`src/rtl/stepmotor_phase_monitor.sv`:
```
// Passive monitor of a 4-wire half-step stepper coil bus: phase decode, step/direction,
// absolute position, floor tracking and sticky health flags. Optional glitch filter: STEP_MON_FILTER_EN.
module stepmotor_phase_monitor #(
  parameter int unsigned STEPS_PER_FLOOR = 11719,
  parameter int unsigned NUM_FLOORS      = 3,
  parameter int unsigned STALL_CYCLES    = 100000
) (
  input  logic        clk,
  input  logic        reset_n,
  input  logic [3:0]  motorpin,
  input  logic        err_clr,
  output logic        step_pulse,
  output logic        step_dir,
  output logic [15:0] position,
  output logic [1:0]  floor,
  output logic        at_floor,
  output logic        moving,
  output logic        err_skip,
  output logic        err_illegal,
  output logic        err_range
);

  localparam int unsigned PIN_W   = 4;
  localparam int unsigned PH_W    = 3;
  localparam int unsigned POS_W   = 16;
  localparam int unsigned FLR_W   = 2;
  localparam int unsigned OFF_W   = $clog2(STEPS_PER_FLOOR);
  localparam int unsigned STALL_W = $clog2(STALL_CYCLES + 1);

  localparam logic [OFF_W-1:0] OFF_MAX = OFF_W'(STEPS_PER_FLOOR - 1);
  localparam logic [FLR_W-1:0] FLR_TOP = FLR_W'(NUM_FLOORS - 1);

  logic [PIN_W-1:0]   sync1, sync2, last_code;
  logic               ref_valid, ref_valid_n;
  logic [PH_W-1:0]    ref_idx, ref_idx_n;
  logic [OFF_W-1:0]   offset, offset_n;
  logic [FLR_W-1:0]   floor_n;
  logic [POS_W-1:0]   position_n;
  logic [STALL_W-1:0] stall_cnt;

  logic            stable_c, event_c, legal_c, zero_c;
  logic [PH_W-1:0] idx_c, delta_c;
  logic            fwd_c, rev_c, skip_ev_c, ill_ev_c, rng_ev_c, step_ok_c;
  logic            at_top_c, at_bot_c;

  // Two-flop synchronizer for the asynchronous coil bus
  always_ff @(posedge clk or negedge reset_n) begin
    if (!reset_n) begin
      sync1 <= '0;
      sync2 <= '0;
    end else begin
      sync1 <= motorpin;
      sync2 <= sync1;
    end
  end

`ifdef STEP_MON_FILTER_EN
  logic [PIN_W-1:0] hist1, hist2;

  // Pattern must persist for three synchronized samples before it is trusted
  always_ff @(posedge clk or negedge reset_n) begin
    if (!reset_n) begin
      hist1 <= '0;
      hist2 <= '0;
    end else begin
      hist1 <= sync2;
      hist2 <= hist1;
    end
  end

  assign stable_c = (sync2 == hist1) && (hist1 == hist2);
`else
  assign stable_c = 1'b1;
`endif

  assign event_c = stable_c && (sync2 != last_code);

  always_comb begin
    legal_c = 1'b1;
    zero_c  = 1'b0;
    idx_c   = '0;
    case (sync2)
      4'b1000: idx_c = 3'd0;
      4'b1100: idx_c = 3'd1;
      4'b0100: idx_c = 3'd2;
      4'b0110: idx_c = 3'd3;
      4'b0010: idx_c = 3'd4;
      4'b0011: idx_c = 3'd5;
      4'b0001: idx_c = 3'd6;
      4'b1001: idx_c = 3'd7;
      4'b0000: begin
        legal_c = 1'b0;
        zero_c  = 1'b1;
      end
      default: legal_c = 1'b0;
    endcase
  end

  // Phase reference tracking and step classification
  always_comb begin
    ref_valid_n = ref_valid;
    ref_idx_n   = ref_idx;
    fwd_c       = 1'b0;
    rev_c       = 1'b0;
    skip_ev_c   = 1'b0;
    ill_ev_c    = 1'b0;
    delta_c     = idx_c - ref_idx;
    if (event_c) begin
      if (zero_c) begin
        ref_valid_n = 1'b0;
      end else if (!legal_c) begin
        ill_ev_c    = 1'b1;
        ref_valid_n = 1'b0;
      end else begin
        ref_valid_n = 1'b1;
        ref_idx_n   = idx_c;
        if (ref_valid) begin
          case (delta_c)
            3'd0:    ;
            3'd1:    fwd_c = 1'b1;
            3'd7:    rev_c = 1'b1;
            default: skip_ev_c = 1'b1;
          endcase
        end
      end
    end
  end

  // Saturating position update, no wrap at either end of travel
  always_comb begin
    at_top_c   = (floor == FLR_TOP) && (offset == '0);
    at_bot_c   = (floor == '0) && (offset == '0);
    step_ok_c  = (fwd_c && !at_top_c) || (rev_c && !at_bot_c);
    rng_ev_c   = (fwd_c && at_top_c) || (rev_c && at_bot_c);
    offset_n   = offset;
    floor_n    = floor;
    position_n = position;
    if (step_ok_c && fwd_c) begin
      position_n = position + POS_W'(1);
      if (offset == OFF_MAX) begin
        offset_n = '0;
        floor_n  = floor + FLR_W'(1);
      end else begin
        offset_n = offset + OFF_W'(1);
      end
    end else if (step_ok_c) begin
      position_n = position - POS_W'(1);
      if (offset == '0) begin
        offset_n = OFF_MAX;
        floor_n  = floor - FLR_W'(1);
      end else begin
        offset_n = offset - OFF_W'(1);
      end
    end
  end

  always_ff @(posedge clk or negedge reset_n) begin
    if (!reset_n) begin
      last_code   <= '0;
      ref_valid   <= 1'b0;
      ref_idx     <= '0;
      offset      <= '0;
      floor       <= '0;
      position    <= '0;
      at_floor    <= 1'b0;
      step_pulse  <= 1'b0;
      step_dir    <= 1'b0;
      moving      <= 1'b0;
      stall_cnt   <= '0;
      err_skip    <= 1'b0;
      err_illegal <= 1'b0;
      err_range   <= 1'b0;
    end else begin
      if (event_c) begin
        last_code <= sync2;
      end
      ref_valid  <= ref_valid_n;
      ref_idx    <= ref_idx_n;
      step_pulse <= step_ok_c;
      if (step_ok_c) begin
        step_dir <= rev_c;
        offset   <= offset_n;
        floor    <= floor_n;
        position <= position_n;
        at_floor <= (offset_n == '0);
      end
      // A new error event in the same cycle as err_clr keeps the flag set
      err_skip    <= skip_ev_c | (err_skip & ~err_clr);
      err_illegal <= ill_ev_c  | (err_illegal & ~err_clr);
      err_range   <= rng_ev_c  | (err_range & ~err_clr);
      if (step_ok_c) begin
        stall_cnt <= STALL_W'(STALL_CYCLES);
        moving    <= 1'b1;
      end else if (stall_cnt != '0) begin
        stall_cnt <= stall_cnt - STALL_W'(1);
        if (stall_cnt == STALL_W'(1)) begin
          moving <= 1'b0;
        end
      end
    end
  end

endmodule

```
`config.mk`:
```
export PLATFORM = sky130hd
export DESIGN_NAME = stepmotor_phase_monitor
export DESIGN_NICKNAME = d
export VERILOG_FILES = /design/src/rtl/stepmotor_phase_monitor.sv
export SDC_FILE = /design/constraint.sdc
export NUM_CORES = 1
export LEC_CHECK = 0
export ABC_CLOCK_PERIOD_IN_PS = 9600
export BUFFER_PORTS_ARGS = -buffer_cell sky130_fd_sc_hd__buf_2
export CORE_MARGIN = 1
export CORE_UTILIZATION = 44
export DETAILED_ROUTE_END_ITERATION = 16
export MAX_ROUTING_LAYER = met4
export PLACE_DENSITY = 0.58
export SLEW_MARGIN = 15
export SYNTH_ARGS = -nofsm -noshare
export SYNTH_HDL_FRONTEND = slang
export SYNTH_SLANG_ARGS = --single-unit
```
`constraint.sdc`:
```
create_clock -name clk -period 9.6 [get_ports clk]
set_input_delay 0.48 -clock clk [delete_from_list [all_inputs] [get_ports clk]]
set_output_delay 0.48 -clock clk [all_outputs]
set_load 0.05 [all_outputs]
```
Yosys cells after proc, flatten, opt, wreduce, memory -nomap -nowiden
Index checks and enable logic that the tools add are counted.

word-level totals
  input bits = 7
  word-level logic and storage cells = 108
  flip-flop bits (word level) = 72
  output and inout port bits = 25

operators by class
  add/subtract/negate cells = 8
  eq/ne operators = 15
  reductions and logical operators = 25
  mux-type cells = 36
  bitwise logic cells = 8

operators by type and width
  kind                                                                   count
  14-bit two-way mux                                                     4
  17-bit two-way mux                                                     2
  14-bit logical NOT                                                     2
  1-bit two-way mux                                                      25
  3-bit case mux with 7 select lines                                     1
  17-bit by 1-bit == test with 1-bit output (second input constant)      1
  17-bit nonzero test                                                    1
  17-bit by 1-bit subtractor with 17-bit output (second input constant)  1
  16-bit by 1-bit adder with 16-bit output (second input constant)       1
  16-bit two-way mux                                                     1
  16-bit by 1-bit subtractor with 16-bit output (second input constant)  1
  14-bit by 1-bit adder with 14-bit output (second input constant)       1
  14-bit == test (second input constant)                                 1
  14-bit by 1-bit subtractor with 14-bit output (second input constant)  1
  4-bit == test (second input constant)                                  3
  4-bit by 2-bit == test with 1-bit output (second input constant)       2
  4-bit by 3-bit == test with 1-bit output (second input constant)       2
  8-bit OR reduction                                                     1
  1-bit logical AND                                                      7
  2-bit two-way mux                                                      3
  3-bit AND reduction                                                    2
  2-bit nonzero test                                                     3
  4-bit by 1-bit == test with 1-bit output (second input constant)       1
  4-bit logical NOT                                                      1
  17 further kinds                                                       24

Logic depth before layout (Yosys ltp)
  word-level depth = 14
  mapped depth = 21
  gate-level depth less buffers = 19

Worst setup path before layout
OpenSTA, ideal clock, no wires.

  path kind = flip-flop to flip-flop
  start point = register sync2[1]
  end point = register position[15]
  data required time = 9.460 ns
  stages on the path, launching flop included = 21
  library setup time = 0.140 ns
  slack = 4.767 ns
  path buffers = 2
  period minus slack after synthesis = 4.833 ns
  data arrival time = 4.693 ns
  cell sequence = dfrtp_1 > buf_4 > and2_1 > or3_1 > ha_1 > fa_1 > nand2b_1 > nor4_2 > o211ai_2 > or2_1 > buf_6 > ha_1 > a21o_1 > a21o_1 > a2111oi_0 > o31ai_1 > o211ai_1 > o21ai_0 > xnor2_1 > nand2_1 > xnor2_1

on the way
  cells in the longest elaborated chain, start to end = 13
  elaborated cells on any way between the ends = 32
  those cells by class = 1 x add/sub; 11 x eq/ne; 14 x mux; 6 x reduce/logical

ends and longest elaborated chain
  what                                                                              line  RTL
  start, declared                                                                   33    logic [PIN_W-1:0] sync1, sync2, last_code;
  start signal, assigned                                                            53    sync2 <= sync1;
  4-bit == test, or another cell as far along                                       82    case (sync2)
  3-bit case mux with 7 select lines                                                82
  3-bit subtractor                                                                  107   delta_c = idx_c - ref_idx;
  3-bit by 1-bit == test with 1-bit output / 3-bit == test (equally long branches)  118   case (delta_c)
  1-bit two-way mux                                                                 118
  1-bit two-way mux                                                                 117   if (ref_valid) begin
  1-bit two-way mux                                                                 111   end else if (!legal_c) begin
  1-bit two-way mux                                                                 109   if (zero_c) begin
  1-bit two-way mux                                                                 108   if (event_c) begin
  1-bit logical AND                                                                 133   step_ok_c = (fwd_c && !at_top_c) || (rev_c && !at_bot_c);
  1-bit logical OR                                                                  133
  1-bit logical AND                                                                 138   if (step_ok_c && fwd_c) begin
  16-bit two-way mux                                                                138
  end signal, assigned                                                              184   position <= position_n;
  end, declared                                                                     14    output logic [15:0] position,

Parallel ways exist; a longest one is shown, timed or not.
A chain may end at the register's enable or synchronous reset.

Worst setup path in the final report
  start point = register sync2[1]
  end point = register position[14]

Same word-level chain as after synthesis.

==> results.py <==
metrics = {
    "timing": {
        "setup_viol": 0,
        "fin_setup_tns_ns": 0,
        "worst_slew_pin_slew_ns": 0.923,
        "finalCriticalPeriod_ns": 5.80,
        "finalClockSkew_ns": 0.0116,
        "fmax_ghz": 0.172,
        "rsz0062_at_grt": "no",
        "slew_viol_final": 0,
        "timing.slew.headroom_pct": 38.5,
        "hold_viol": 0,
        "post-route-period-util_pct": 60.4,
    },
    "pwr": {
        "p_clk_share_pct": 19.2,
        "sw_frac_of_total_pct": 46.4,
        "seqPwrFrac_pct": 31.8,
        "p_int_uw": 913,
        "p_per_area_mw_per_mm2": 340,
        "total_leakage_power_nw": 2.11,
        "vdd_drop_max_mv": 0.186,
        "p_comb_share_pct": 49.0,
        "p_switching_uw": 790,
        "total_power_mw": 1.70,
    },
    "worst_setup_path": {
        "crit_buf_inv": 1,
        "critPathRequiredTime_ns": 9.86,
        "critPathTopFamily": "compound AO/OA/AOI/OAI gates",
        "ff2ff_setup_slack_ns": 3.80,
        "critPathLaunchType": "register",
        "slowest_stage": "or2_1",
        "endpoint_kind": "register",
        "cpPeakStageDelay_ns": 0.75,
        "worstPathArrival_ns": 6.06,
        "crit_fanout": 21,
        "crit_chain": "and2_1 -> or3_1 -> ha_1 -> fa_1 -> xnor2_1 -> nor4_2 -> o211ai_2 -> or2_1 -> clkinv_4 -> fa_1 -> nor2b_1 -> o21ai_0 -> a21oi_1 -> o21ai_0 -> a21oi_1 -> a211oi_1 -> o41ai_1 -> xor2_1 -> mux2_2",
        "critPathKind": "register to register",
    },
    "routing": {
        "wirelength_um": 10400,
        "drt-vias-per-instance": 5.69,
        "ant_nets": 0,
        "drtIter0Drc": 170,
        "vias": 3675,
        "routedWlPerCell_um": 16.0,
        "drc": 0,
        "dr.pass1.iters": 4,
        "dr_wl_met3_um": 472,
        "wl_met2_um": 4880,
        "routed.top_layer": "met4",
        "wirelength_met1_um": 4810,
    },
    "floorplanning": {
        "start_util_pct": 46.1,
        "core_mm2": 0.00991,
        "num_rows": 36,
        "fp.dieW_um": 104,
        "ios": 32,
        "die-area_mm2": 0.0108,
        "die_y_um": 104,
    },
    "placement": {
        "place_hpwl_um": 7200,
        "port_buffers": 31,
        "routabilityCongestion": 0.851,
    },
    "synthesis": {
        "syn_inst": 491,
        "synth_area_mm2": 0.00457,
        "async_reset_ff_share_pct": 100,
        "ys_seq_area_share_pct": 39.4,
        "yosysTopAreaCell": "dfrtp_1",
        "synth_top_area_share_pct": 39.4,
        "synth_area_per_cell_um2": 9.31,
        "synthFlopType": "dfrtp_1",
        "syn_nets": 520,
        "synth_edf_count": 0,
        "ys_ff_latch": 72,
        "synth_area_leaders": "dfrtp_1 (39%), ha_1 (5.5%), xnor2_1 (5.2%), nor2_1 (3.4%), o21ai_0 (3.4%)",
        "yosys_warnings": 0,
        "ys_types": 74,
    },
    "grt": {
        "antenna_found_initial": 0,
        "grt_pass1_wl_um": 17500,
        "grt_max_degree": 73,
        "grt_pass1_vias": 3683,
        "grt.overflow.total": 0,
        "grtUsageTotal_pct": 21.0,
    },
    "clocking": {
        "root_buffer": "clkbuf_8",
        "cts_tree": "built",
        "clk_latency_ns": 0.37,
        "post_cts_buffers": 0,
        "clock_path_buffers": 2,
        "htreeDepth": 3,
        "hold_buffers": 0,
        "path_clk_slew_ns": 0.08,
        "cts_sinks": 72,
        "cts_resized": 0,
        "cts_made_buffers": 9,
    },
    "cells_and_area": {
        "antenna_cells": 0,
        "nets": 537,
        "multi_input_area_mm2": 0.00250,
        "fillCellCount": 943,
        "syn_to_final_growth_pct": 9.72,
        "final_util_pct": 50.6,
        "regArea_mm2": 0.00180,
        "drive_gt1_share_pct": 15.2,
    },
    "hold_path": {
        "worstHoldPathType": "primary input to register",
    },
    "job": {
        "drv_cap": 0,
    },
    "status": {
        "status": "complete, no violations",
    },
}
-- flip-flops by register name, summed over array words and instances (netlist names), 2 cells and up --
register and count:
ref_idx 3, sync1 4, last_code 4, position 16
stall_cnt 17, floor 2, offset 14, sync2 4
-- cells in the mapped netlist (4+ instances only) --
cell / instances
nor2_1: 42
xnor2_1: 27
or4_1: 4
ha_1: 20
nor4_1: 10
clkbuf_1: 12
o21ai_0: 31
a211oi_1: 7
nand2b_1: 5
buf_6: 5
o31ai_1: 4
nor3_2: 4
nor3b_1: 4
inv_1: 26
xor2_1: 11
and3_1: 7
nand3_1: 19
or3_1: 16
a221oi_1: 4
a21oi_1: 28
buf_2: 4
a21o_1: 5
nand2_1: 32
dfrtp_1: 72
nor3_1: 18
-- layout by cell type (no fill, tap or decap), types with 5 or more instances in the layout --
cell,count
dfrtp_1,72
nor2_1,42
nand2_1,32
o21ai_0,31
buf_2,30
a21oi_1,28
xnor2_1,27
inv_1,26
ha_1,20
nand3_1,19
nor3_1,18
or3_1,16
xor2_1,11
nor4_1,10
clkbuf_8,9
and3_1,7
a211oi_1,7
a21o_1,5
nand2b_1,5
-- cell families after synthesis --
group / share of synthesized area (%)
AO/OA/AOI/OAI: 17.0
multiplexers: 0.958
XOR/XNOR: 7.28
adder cells (fa/ha/maj): 6.35
AND/OR/NAND/NOR: 23.1
buffers and inverters: 5.86
flip-flops: 39.4
-- worst paths after layout --
check                      cells past startpoint           end        start
setup / recovery                              19  position[14]     sync2[1]
hold / removal                                 1      sync1[3]  motorpin[3]
setup reg to reg                              19  position[14]     sync2[1]
hold reg to reg                                0      sync2[1]     sync1[1]
max in group asynchronous                      1      sync1[2]      reset_n
min in group asynchronous                      1  last_code[0]      reset_n
-- through the flow --
step           instance area (um2)  setup slack, ns  hold WS [ns]  std cells
2_1_floorplan                 4570             4.77         0.184        491
3_3_place_gp                  4750             4.05         0.336        630
3_5_place_dp                  4750             3.84         0.335        630
4_1_cts                       5020             3.80         0.199        646
5_1_grt                       5020             3.41         0.193        646
6_report                      5020             3.80         0.219        646
-- power by group through the flow --
| stage | clock network, mW | logic [mW] | registers (mW) |
|---|---|---|---|
| floorplan | 0 | 0.563 | 0.636 |
| global placement | 0 | 0.816 | 0.543 |
| detailed placement | 0 | 0.830 | 0.543 |
| CTS | 0.334 | 0.834 | 0.540 |
| global route | 0.345 | 0.918 | 0.560 |
| finish | 0.327 | 0.835 | 0.542 |
-- layout make-up --
type	instances	area share, %
clock buffer	10	2.54
clock inverter	6	2.74
inverter	28	2.29
multi-input combinational	365	49.9
sequential	72	35.9
tap	133	3.32
timing repair buffer	32	3.29
-- layer usage --
metal	track usage, %	vias to the layer above
met1	26.3	1763
met4	9.80	0
met2	32.4	92
met5	-	-
li1	-	1802
met3	4.51	18
No activity file was read; power rests on OpenSTA's default activity.
